### src/rtl/seq_calculator_if.sv
// Request/result handshake bundle for seq_calculator.
// master drives requests and out_ready; slave is the calculator.
interface seq_calculator_if #(
  parameter int WIDTH = 16
);
  logic             in_valid;
  logic             in_ready;
  logic [2:0]       opcode;
  logic [WIDTH-1:0] A;
  logic [WIDTH-1:0] B;
  logic [WIDTH-1:0] C;
  logic [WIDTH-1:0] D;
  logic             out_valid;
  logic             out_ready;
  logic [WIDTH-1:0] out;
  logic             ovf;
  logic             div0;

  modport master (
    output in_valid, opcode, A, B, C, D, out_ready,
    input  in_ready, out_valid, out, ovf, div0
  );

  modport slave (
    input  in_valid, opcode, A, B, C, D, out_ready,
    output in_ready, out_valid, out, ovf, div0
  );
endinterface

### src/rtl/seq_calculator.sv
// Multi-cycle calculator: single-cycle ALU ops plus iterative
// shift-add multiply and restoring divide, with held results.
module seq_calculator #(
  parameter int WIDTH = 16,
  parameter int CNT_W = 5
) (
  input logic        clk,
  input logic        reset,
  seq_calculator_if.slave bus
);
  typedef enum logic [1:0] {
    IDLE, EXEC, ITER, HOLD
  } state_t;

  localparam logic [2:0] OP_ADD  = 3'd0;
  localparam logic [2:0] OP_SUB  = 3'd1;
  localparam logic [2:0] OP_MUL  = 3'd2;
  localparam logic [2:0] OP_DIV  = 3'd3;
  localparam logic [2:0] OP_ADD4 = 3'd4;
  localparam logic [2:0] OP_SUB4 = 3'd5;
  localparam logic [2:0] OP_REM  = 3'd6;
  localparam logic [2:0] OP_ROR  = 3'd7;

  localparam logic [WIDTH-1:0] W_L =
    WIDTH'(WIDTH);
  localparam logic [CNT_W-1:0] CNT_LAST =
    CNT_W'(WIDTH - 1);

  state_t           state_q;
  logic [2:0]       op_q;
  logic [WIDTH-1:0] a_q, b_q, c_q, d_q;
  logic [WIDTH-1:0] hi_q, lo_q;
  logic [CNT_W-1:0] cnt_q;
  logic [WIDTH-1:0] out_q;
  logic             ovf_q, div0_q, ov_q;

  logic [WIDTH:0]   sum2;
  logic [WIDTH+1:0] sum4, sbc;
  logic [WIDTH-1:0] sh;
  logic [WIDTH-1:0] ex_res;
  logic             ex_ovf, ex_dz;

  logic [WIDTH:0]   ms, dt;
  logic [WIDTH-1:0] dsub;
  logic             dge;
  logic [WIDTH-1:0] hi_d, lo_d;
  logic [WIDTH-1:0] it_res;
  logic             it_ovf;
  logic             go_iter;

  assign bus.in_ready  = (state_q == IDLE);
  assign bus.out_valid = ov_q;
  assign bus.out       = out_q;
  assign bus.ovf       = ovf_q;
  assign bus.div0      = div0_q;

  always_comb begin
    sum2 = {1'b0, a_q} + {1'b0, b_q};
    sum4 = {2'b0, a_q} + {2'b0, b_q}
         + {2'b0, c_q} + {2'b0, d_q};
    sbc  = {2'b0, b_q} + {2'b0, c_q}
         + {2'b0, d_q};
    sh   = b_q % W_L;
    ex_res = '0;
    ex_ovf = 1'b0;
    ex_dz  = 1'b0;
    unique case (op_q)
      OP_ADD: begin
        ex_res = sum2[WIDTH-1:0];
        ex_ovf = sum2[WIDTH];
      end
      OP_SUB: begin
        ex_res = a_q - b_q;
        ex_ovf = (a_q < b_q);
      end
      OP_ADD4: begin
        ex_res = sum4[WIDTH-1:0];
        ex_ovf = |sum4[WIDTH+1:WIDTH];
      end
      OP_SUB4: begin
        ex_res = a_q - sbc[WIDTH-1:0];
        ex_ovf = (sbc > {2'b0, a_q});
      end
      OP_ROR: begin
        // shift by WIDTH yields zero, so sh==0 is a plain copy
        ex_res = (a_q >> sh)
               | (a_q << (W_L - sh));
      end
      OP_DIV: begin
        ex_res = '1;
        ex_dz  = 1'b1;
      end
      OP_REM: begin
        ex_res = a_q;
        ex_dz  = 1'b1;
      end
      default: begin
        ex_res = '0;
      end
    endcase
  end

  always_comb begin
    ms   = {1'b0, hi_q}
         + (lo_q[0] ? {1'b0, b_q} : '0);
    dt   = {hi_q, lo_q[WIDTH-1]};
    dge  = (dt >= {1'b0, b_q});
    dsub = dt[WIDTH-1:0] - b_q;
    hi_d = '0;
    lo_d = '0;
    if (op_q == OP_MUL) begin
      hi_d = ms[WIDTH:1];
      lo_d = {ms[0], lo_q[WIDTH-1:1]};
    end else begin
      hi_d = dge ? dsub : dt[WIDTH-1:0];
      lo_d = {lo_q[WIDTH-2:0], dge};
    end
    it_res = lo_d;
    it_ovf = 1'b0;
    if (op_q == OP_MUL) begin
      it_ovf = |hi_d;
    end else if (op_q == OP_REM) begin
      it_res = hi_d;
    end
  end

  always_comb begin
    go_iter = 1'b0;
    if (bus.opcode == OP_MUL) begin
      go_iter = 1'b1;
    end else if (bus.opcode == OP_DIV ||
                 bus.opcode == OP_REM) begin
      go_iter = (bus.B != '0);
    end
  end

  always_ff @(posedge clk or negedge reset) begin
    if (!reset) begin
      state_q <= IDLE;
      op_q    <= '0;
      a_q     <= '0;
      b_q     <= '0;
      c_q     <= '0;
      d_q     <= '0;
      hi_q    <= '0;
      lo_q    <= '0;
      cnt_q   <= '0;
      out_q   <= '0;
      ovf_q   <= 1'b0;
      div0_q  <= 1'b0;
      ov_q    <= 1'b0;
    end else begin
      unique case (state_q)
        IDLE: begin
          if (bus.in_valid) begin
            op_q  <= bus.opcode;
            a_q   <= bus.A;
            b_q   <= bus.B;
            c_q   <= bus.C;
            d_q   <= bus.D;
            hi_q  <= '0;
            lo_q  <= bus.A;
            cnt_q <= '0;
            state_q <= go_iter ? ITER : EXEC;
          end
        end
        EXEC: begin
          out_q   <= ex_res;
          ovf_q   <= ex_ovf;
          div0_q  <= ex_dz;
          state_q <= HOLD;
        end
        ITER: begin
          hi_q  <= hi_d;
          lo_q  <= lo_d;
          cnt_q <= cnt_q + 1'b1;
          if (cnt_q == CNT_LAST) begin
            cnt_q   <= '0;
            out_q   <= it_res;
            ovf_q   <= it_ovf;
            div0_q  <= 1'b0;
            state_q <= HOLD;
          end
        end
        HOLD: begin
          // result is published one edge after it is latched
          if (!ov_q) begin
            ov_q <= 1'b1;
          end else if (bus.out_ready) begin
            ov_q    <= 1'b0;
            state_q <= IDLE;
          end
        end
        default: begin
          state_q <= IDLE;
        end
      endcase
    end
  end
endmodule
### src/flat_wrapper.sv
// flat-port wrapper written by rule: the top's interface ports become plain ports
module seq_calculator_flat 
#(
  parameter int WIDTH = 16,
  parameter int CNT_W = 5
)
  (clk, reset, bus_in_valid, bus_opcode, bus_A, bus_B, bus_C, bus_D, bus_out_ready, bus_in_ready, bus_out_valid, bus_out, bus_ovf, bus_div0);
  seq_calculator_if #(.WIDTH(WIDTH)) bus_i ();
  input logic clk;
  input logic reset;
  input wire logic [$bits(bus_i.in_valid)-1:0] bus_in_valid;
  input wire logic [$bits(bus_i.opcode)-1:0] bus_opcode;
  input wire logic [$bits(bus_i.A)-1:0] bus_A;
  input wire logic [$bits(bus_i.B)-1:0] bus_B;
  input wire logic [$bits(bus_i.C)-1:0] bus_C;
  input wire logic [$bits(bus_i.D)-1:0] bus_D;
  input wire logic [$bits(bus_i.out_ready)-1:0] bus_out_ready;
  output wire logic [$bits(bus_i.in_ready)-1:0] bus_in_ready;
  output wire logic [$bits(bus_i.out_valid)-1:0] bus_out_valid;
  output wire logic [$bits(bus_i.out)-1:0] bus_out;
  output wire logic [$bits(bus_i.ovf)-1:0] bus_ovf;
  output wire logic [$bits(bus_i.div0)-1:0] bus_div0;
  assign bus_i.in_valid = bus_in_valid;
  assign bus_i.opcode = bus_opcode;
  assign bus_i.A = bus_A;
  assign bus_i.B = bus_B;
  assign bus_i.C = bus_C;
  assign bus_i.D = bus_D;
  assign bus_i.out_ready = bus_out_ready;
  assign bus_in_ready = bus_i.in_ready;
  assign bus_out_valid = bus_i.out_valid;
  assign bus_out = bus_i.out;
  assign bus_ovf = bus_i.ovf;
  assign bus_div0 = bus_i.div0;
  seq_calculator #(.WIDTH(WIDTH), .CNT_W(CNT_W)) u_core (.clk(clk), .reset(reset), .bus(bus_i));
endmodule
### config.mk
export PLATFORM = sky130hd
export DESIGN_NAME = seq_calculator_flat
export DESIGN_NICKNAME = d
export VERILOG_FILES = /design/src/rtl/seq_calculator_if.sv /design/src/rtl/seq_calculator.sv /design/src/flat_wrapper.sv
export SDC_FILE = /design/constraint.sdc
export NUM_CORES = 1
export LEC_CHECK = 0
export CAP_MARGIN = 20
export CORE_MARGIN = 2
export CORE_UTILIZATION = 40
export DETAILED_ROUTE_END_ITERATION = 10
export GPL_ROUTABILITY_DRIVEN = 0
export PLACE_DENSITY = 0.57
export SLEW_MARGIN = 20
export SYNTH_ARGS = -nofsm -noshare
export SYNTH_HDL_FRONTEND = slang
export SYNTH_SLANG_ARGS = --single-unit
### constraint.sdc
create_clock -name clk -period 6 [get_ports clk]
set_clock_uncertainty 0.05 [all_clocks]
set_input_delay 1.8 -clock clk [delete_from_list [all_inputs] [get_ports clk]]
set_output_delay 1.8 -clock clk [all_outputs]
set_load 0.05 [all_outputs]
==> results.sh <==
export IMPL_status="finished, final reports clean"
export IMPL_clkSlewWorstSetupHoldPaths_ns=0.07
export IMPL_yosysUniqueCellTypes=83
export IMPL_slew_violations=0
export IMPL_antenna_found_initial=1
export IMPL_grtUsageTotal=0.2730
export IMPL_r2r_end="u_core.bus.ovf"
export IMPL_synth_area_per_cell_um2=8.141
export IMPL_fin_crit_sh=0.9436
export IMPL_reg2reg_depth=27
export IMPL_max_freq_mhz=176.6
export IMPL_cts_sinks=125
export IMPL_synth_area_leader_cell="dfrtp_1"
export IMPL_grt_max_degree=92
export IMPL_cp_arrival_ns=5.94
export IMPL_fill_cells=3600
export IMPL_netlist_instances=1786
export IMPL_path_buf_inv=1
export IMPL_crit_fanout=5
export IMPL_synthesis_area_mm2=0.01454
export IMPL_hold_path_endpoint="u_core.bus.div0"
export IMPL_finalHoldViolations=0
export IMPL_dr_pass1_iters=7
export IMPL_antenna_cells=0
export IMPL_final_layout_size_suffix_gt1_frac=0.1051
export IMPL_synth_seq_cells=125
export IMPL_critical_path_slowest_cell="fa_1"
export IMPL_whs_path_depth=2
export IMPL_max_stage_delay_ns=0.41
export IMPL_cts_buffers=17
export IMPL_met1_usage=0.3567
export IMPL_start_kind="register"
export IMPL_drtIter0Drc=1457
export IMPL_final_cell_mix="inv_1 (160), nand2_1 (155), ha_1 (148)"
export IMPL_final_common_cell="inv_1"
export IMPL_postCtsHoldBufs=0
export IMPL_die_area_mm2=0.03789
export IMPL_ys_warnings_count=0
export IMPL_die_h_um=194.7
export IMPL_worst_slew_pin_slew_ns=1.045
export IMPL_area_growth_pct=14.30
export IMPL_syn_num_nets=2030
export IMPL_use_met3=0.03765
export IMPL_drc_errors=0
export IMPL_reg2reg_from="u_core.c_q[0]"
export IMPL_clk_latency_ns=0.46
export IMPL_tritoncts="yes"
export IMPL_dp_hpwl_um=40250
export IMPL_grt_met2_usage=0.4547
export IMPL_reg2reg_slack_ns=0.34
export IMPL_ctsLongestPathBuffers=2
export IMPL_nets=2086
export IMPL_vias=13940
export IMPL_coreArea_mm2=0.03566
export IMPL_synth_edff_count=0
export IMPL_drt_vias_per_instance=6.017
export IMPL_start_util=0.4078
export IMPL_hp_class="register to register"
export IMPL_critPathTopFamily="compound AO/OA/AOI/OAI gates"
export IMPL_place_inst=2282
export IMPL_cap_violations=0
export IMPL_synth_ff_type="dfrtp_1"
export IMPL_wl_per_cell_um=22.31
export IMPL_ios=91
export IMPL_hold_start="u_core.bus.div0"
export IMPL_synth_area_top_cells="dfrtp_1 (22%), ha_1 (13%), mux2_2 (5.3%), a21oi_1 (4.4%), inv_1 (4.1%)"
export IMPL_yosys_area_top_type_share=0.2151
export IMPL_async_reset_ff_frac=1.000
export IMPL_port_buffer_count=90
export IMPL_instances_no_fill=2316
export IMPL_critPathCaptureType="register"
export IMPL_grt_overflow=0
export IMPL_ys_seq_area_frac=0.2151
export IMPL_whs_ns=0.4241
export IMPL_cts_root_buffer="clkbuf_16"
export IMPL_die_x_um=194.7
export IMPL_grt_pass1_vias=13580
export IMPL_drtAntennaViolNets=0
export IMPL_cp_required_ns=6.28
export IMPL_min_period_ns=5.662
export IMPL_setup_viol=0
export IMPL_cts_max_level=4
export IMPL_num_rows=69
export IMPL_cpMostUsedCell="ha_1"
export IMPL_crit_type="register to register"
export IMPL_grt_busiest_layer="met2"
export IMPL_route_final_wire_length_um=51660
export IMPL_grt_pass1_wl_um=79720
export IMPL_slew_headroom=0.2833
[cells in the mapped netlist, drive strengths merged (14+ instances only)]
library cell,instances
mux2i,36
buf,22
o21bai,14
nor2,131
o21ai,144
dfrtp,125
o211ai,22
o21a,17
a21oi,129
ha,149
a21o,34
a31oi,26
nor3,35
nand2b,19
a211oi,29
fa,24
nand4,14
nand3,39
xor2,25
nand2,156
o22ai,16
inv,162
xnor2,67
nor2b,27
mux2,70
mux4,19
clkbuf,70
[layer usage]
metal,wire length [um],share of wire
met2,24300,0.47
met5,0,0
met3,3336,0.065
met4,2096,0.041
met1,21930,0.42
[per-stage QoR]
stage | TNS, ns | setup WS [ns] | utilization | cell area (um^2)
after floorplan | 0 | 0.4055 | - | 14540
after global placement | 0 | 0.2163 | 0.4474 | 15950
after detailed placement | 0 | 0.1272 | 0.4474 | 15950
after CTS | 0 | 0.06367 | 0.4640 | 16540
after global routing | -0.05881 | -0.05881 | 0.4661 | 16620
final | 0 | 0.3384 | 0.4661 | 16620
[state kept, by name, summed over array words and instances, names as in the netlist]
register and count:
u_core.bus.out_valid 1, u_core.d_q 16, u_core.state_q 2, u_core.c_q 16, u_core.bus.ovf 1, u_core.cnt_q 5
u_core.lo_q 16, u_core.hi_q 16, u_core.bus.div0 1, u_core.bus.out 16, u_core.op_q 3, u_core.b_q 16
u_core.a_q 16
[layout make-up]
| type | count | area [um^2] | share of cell area |
|---|---|---|---|
| repair buffers | 129 | 1195 | 0.07190 |
| well taps | 461 | 576.8 | 0.03471 |
| inverters | 166 | 623.1 | 0.03749 |
| flip-flops and latches | 125 | 3131 | 0.1884 |
| clock buffers | 17 | 425.4 | 0.02560 |
| multi-input cells | 1403 | 10500 | 0.6319 |
| clock inverters | 15 | 167.7 | 0.01009 |
[repair_timing]
item | CTS | global route
endpoints found under the setup margin | 0 | 2
gates resized for setup | 0 | 10
buffers inserted | 0 | 2
[worst reg2reg max path, cell delays in order, from the launching register on]
cell and delay [ns]:
dfrtp_1 0.38, ha_1 0.19, inv_1 0.06, fa_1 0.41, nor2b_1 0.14, o21ai_1 0.12
o21ai_2 0.23, o221a_2 0.25, o21ai_1 0.10, o21bai_1 0.15, a21oi_1 0.09, xnor2_1 0.14
ha_1 0.35, a21o_1 0.19, or2_2 0.32, nor3_1 0.18, nor2_1 0.10, o41ai_4 0.06
o21bai_1 0.17, xnor2_1 0.16, ha_1 0.32, a21oi_1 0.16, nor2b_1 0.07, a2111oi_1 0.38
nor3_1 0.10, a211o_1 0.31, o31ai_1 0.22, o311ai_1 0.13
[how the worst max path moves through the flow]
stage / from / end / slack, ns / cells after the start
final: u_core.c_q[0] / u_core.bus.ovf / 0.34 / 27
after global routing: u_core.c_q[0] / u_core.bus.ovf / -0.06 / 26
after CTS: u_core.c_q[0] / u_core.bus.ovf / 0.06 / 25
after detailed placement: u_core.c_q[0] / u_core.bus.ovf / 0.13 / 25
after global placement: u_core.b_q[0] / u_core.bus.ovf / 0.22 / 25
after floorplan: u_core.b_q[1] / u_core.bus.ovf / 0.41 / 26
[logic make-up after synthesis]
family / share of synthesized area
buf+inv: 0.06746
compound gates: 0.2405
simple gates: 0.1511
flops: 0.2151
xor+xnor: 0.05542
fa+ha+maj: 0.1619
mux: 0.1084
Power is not shown: default switching activity piles up to over one toggle a cycle in this logic, so the estimate is an artifact.
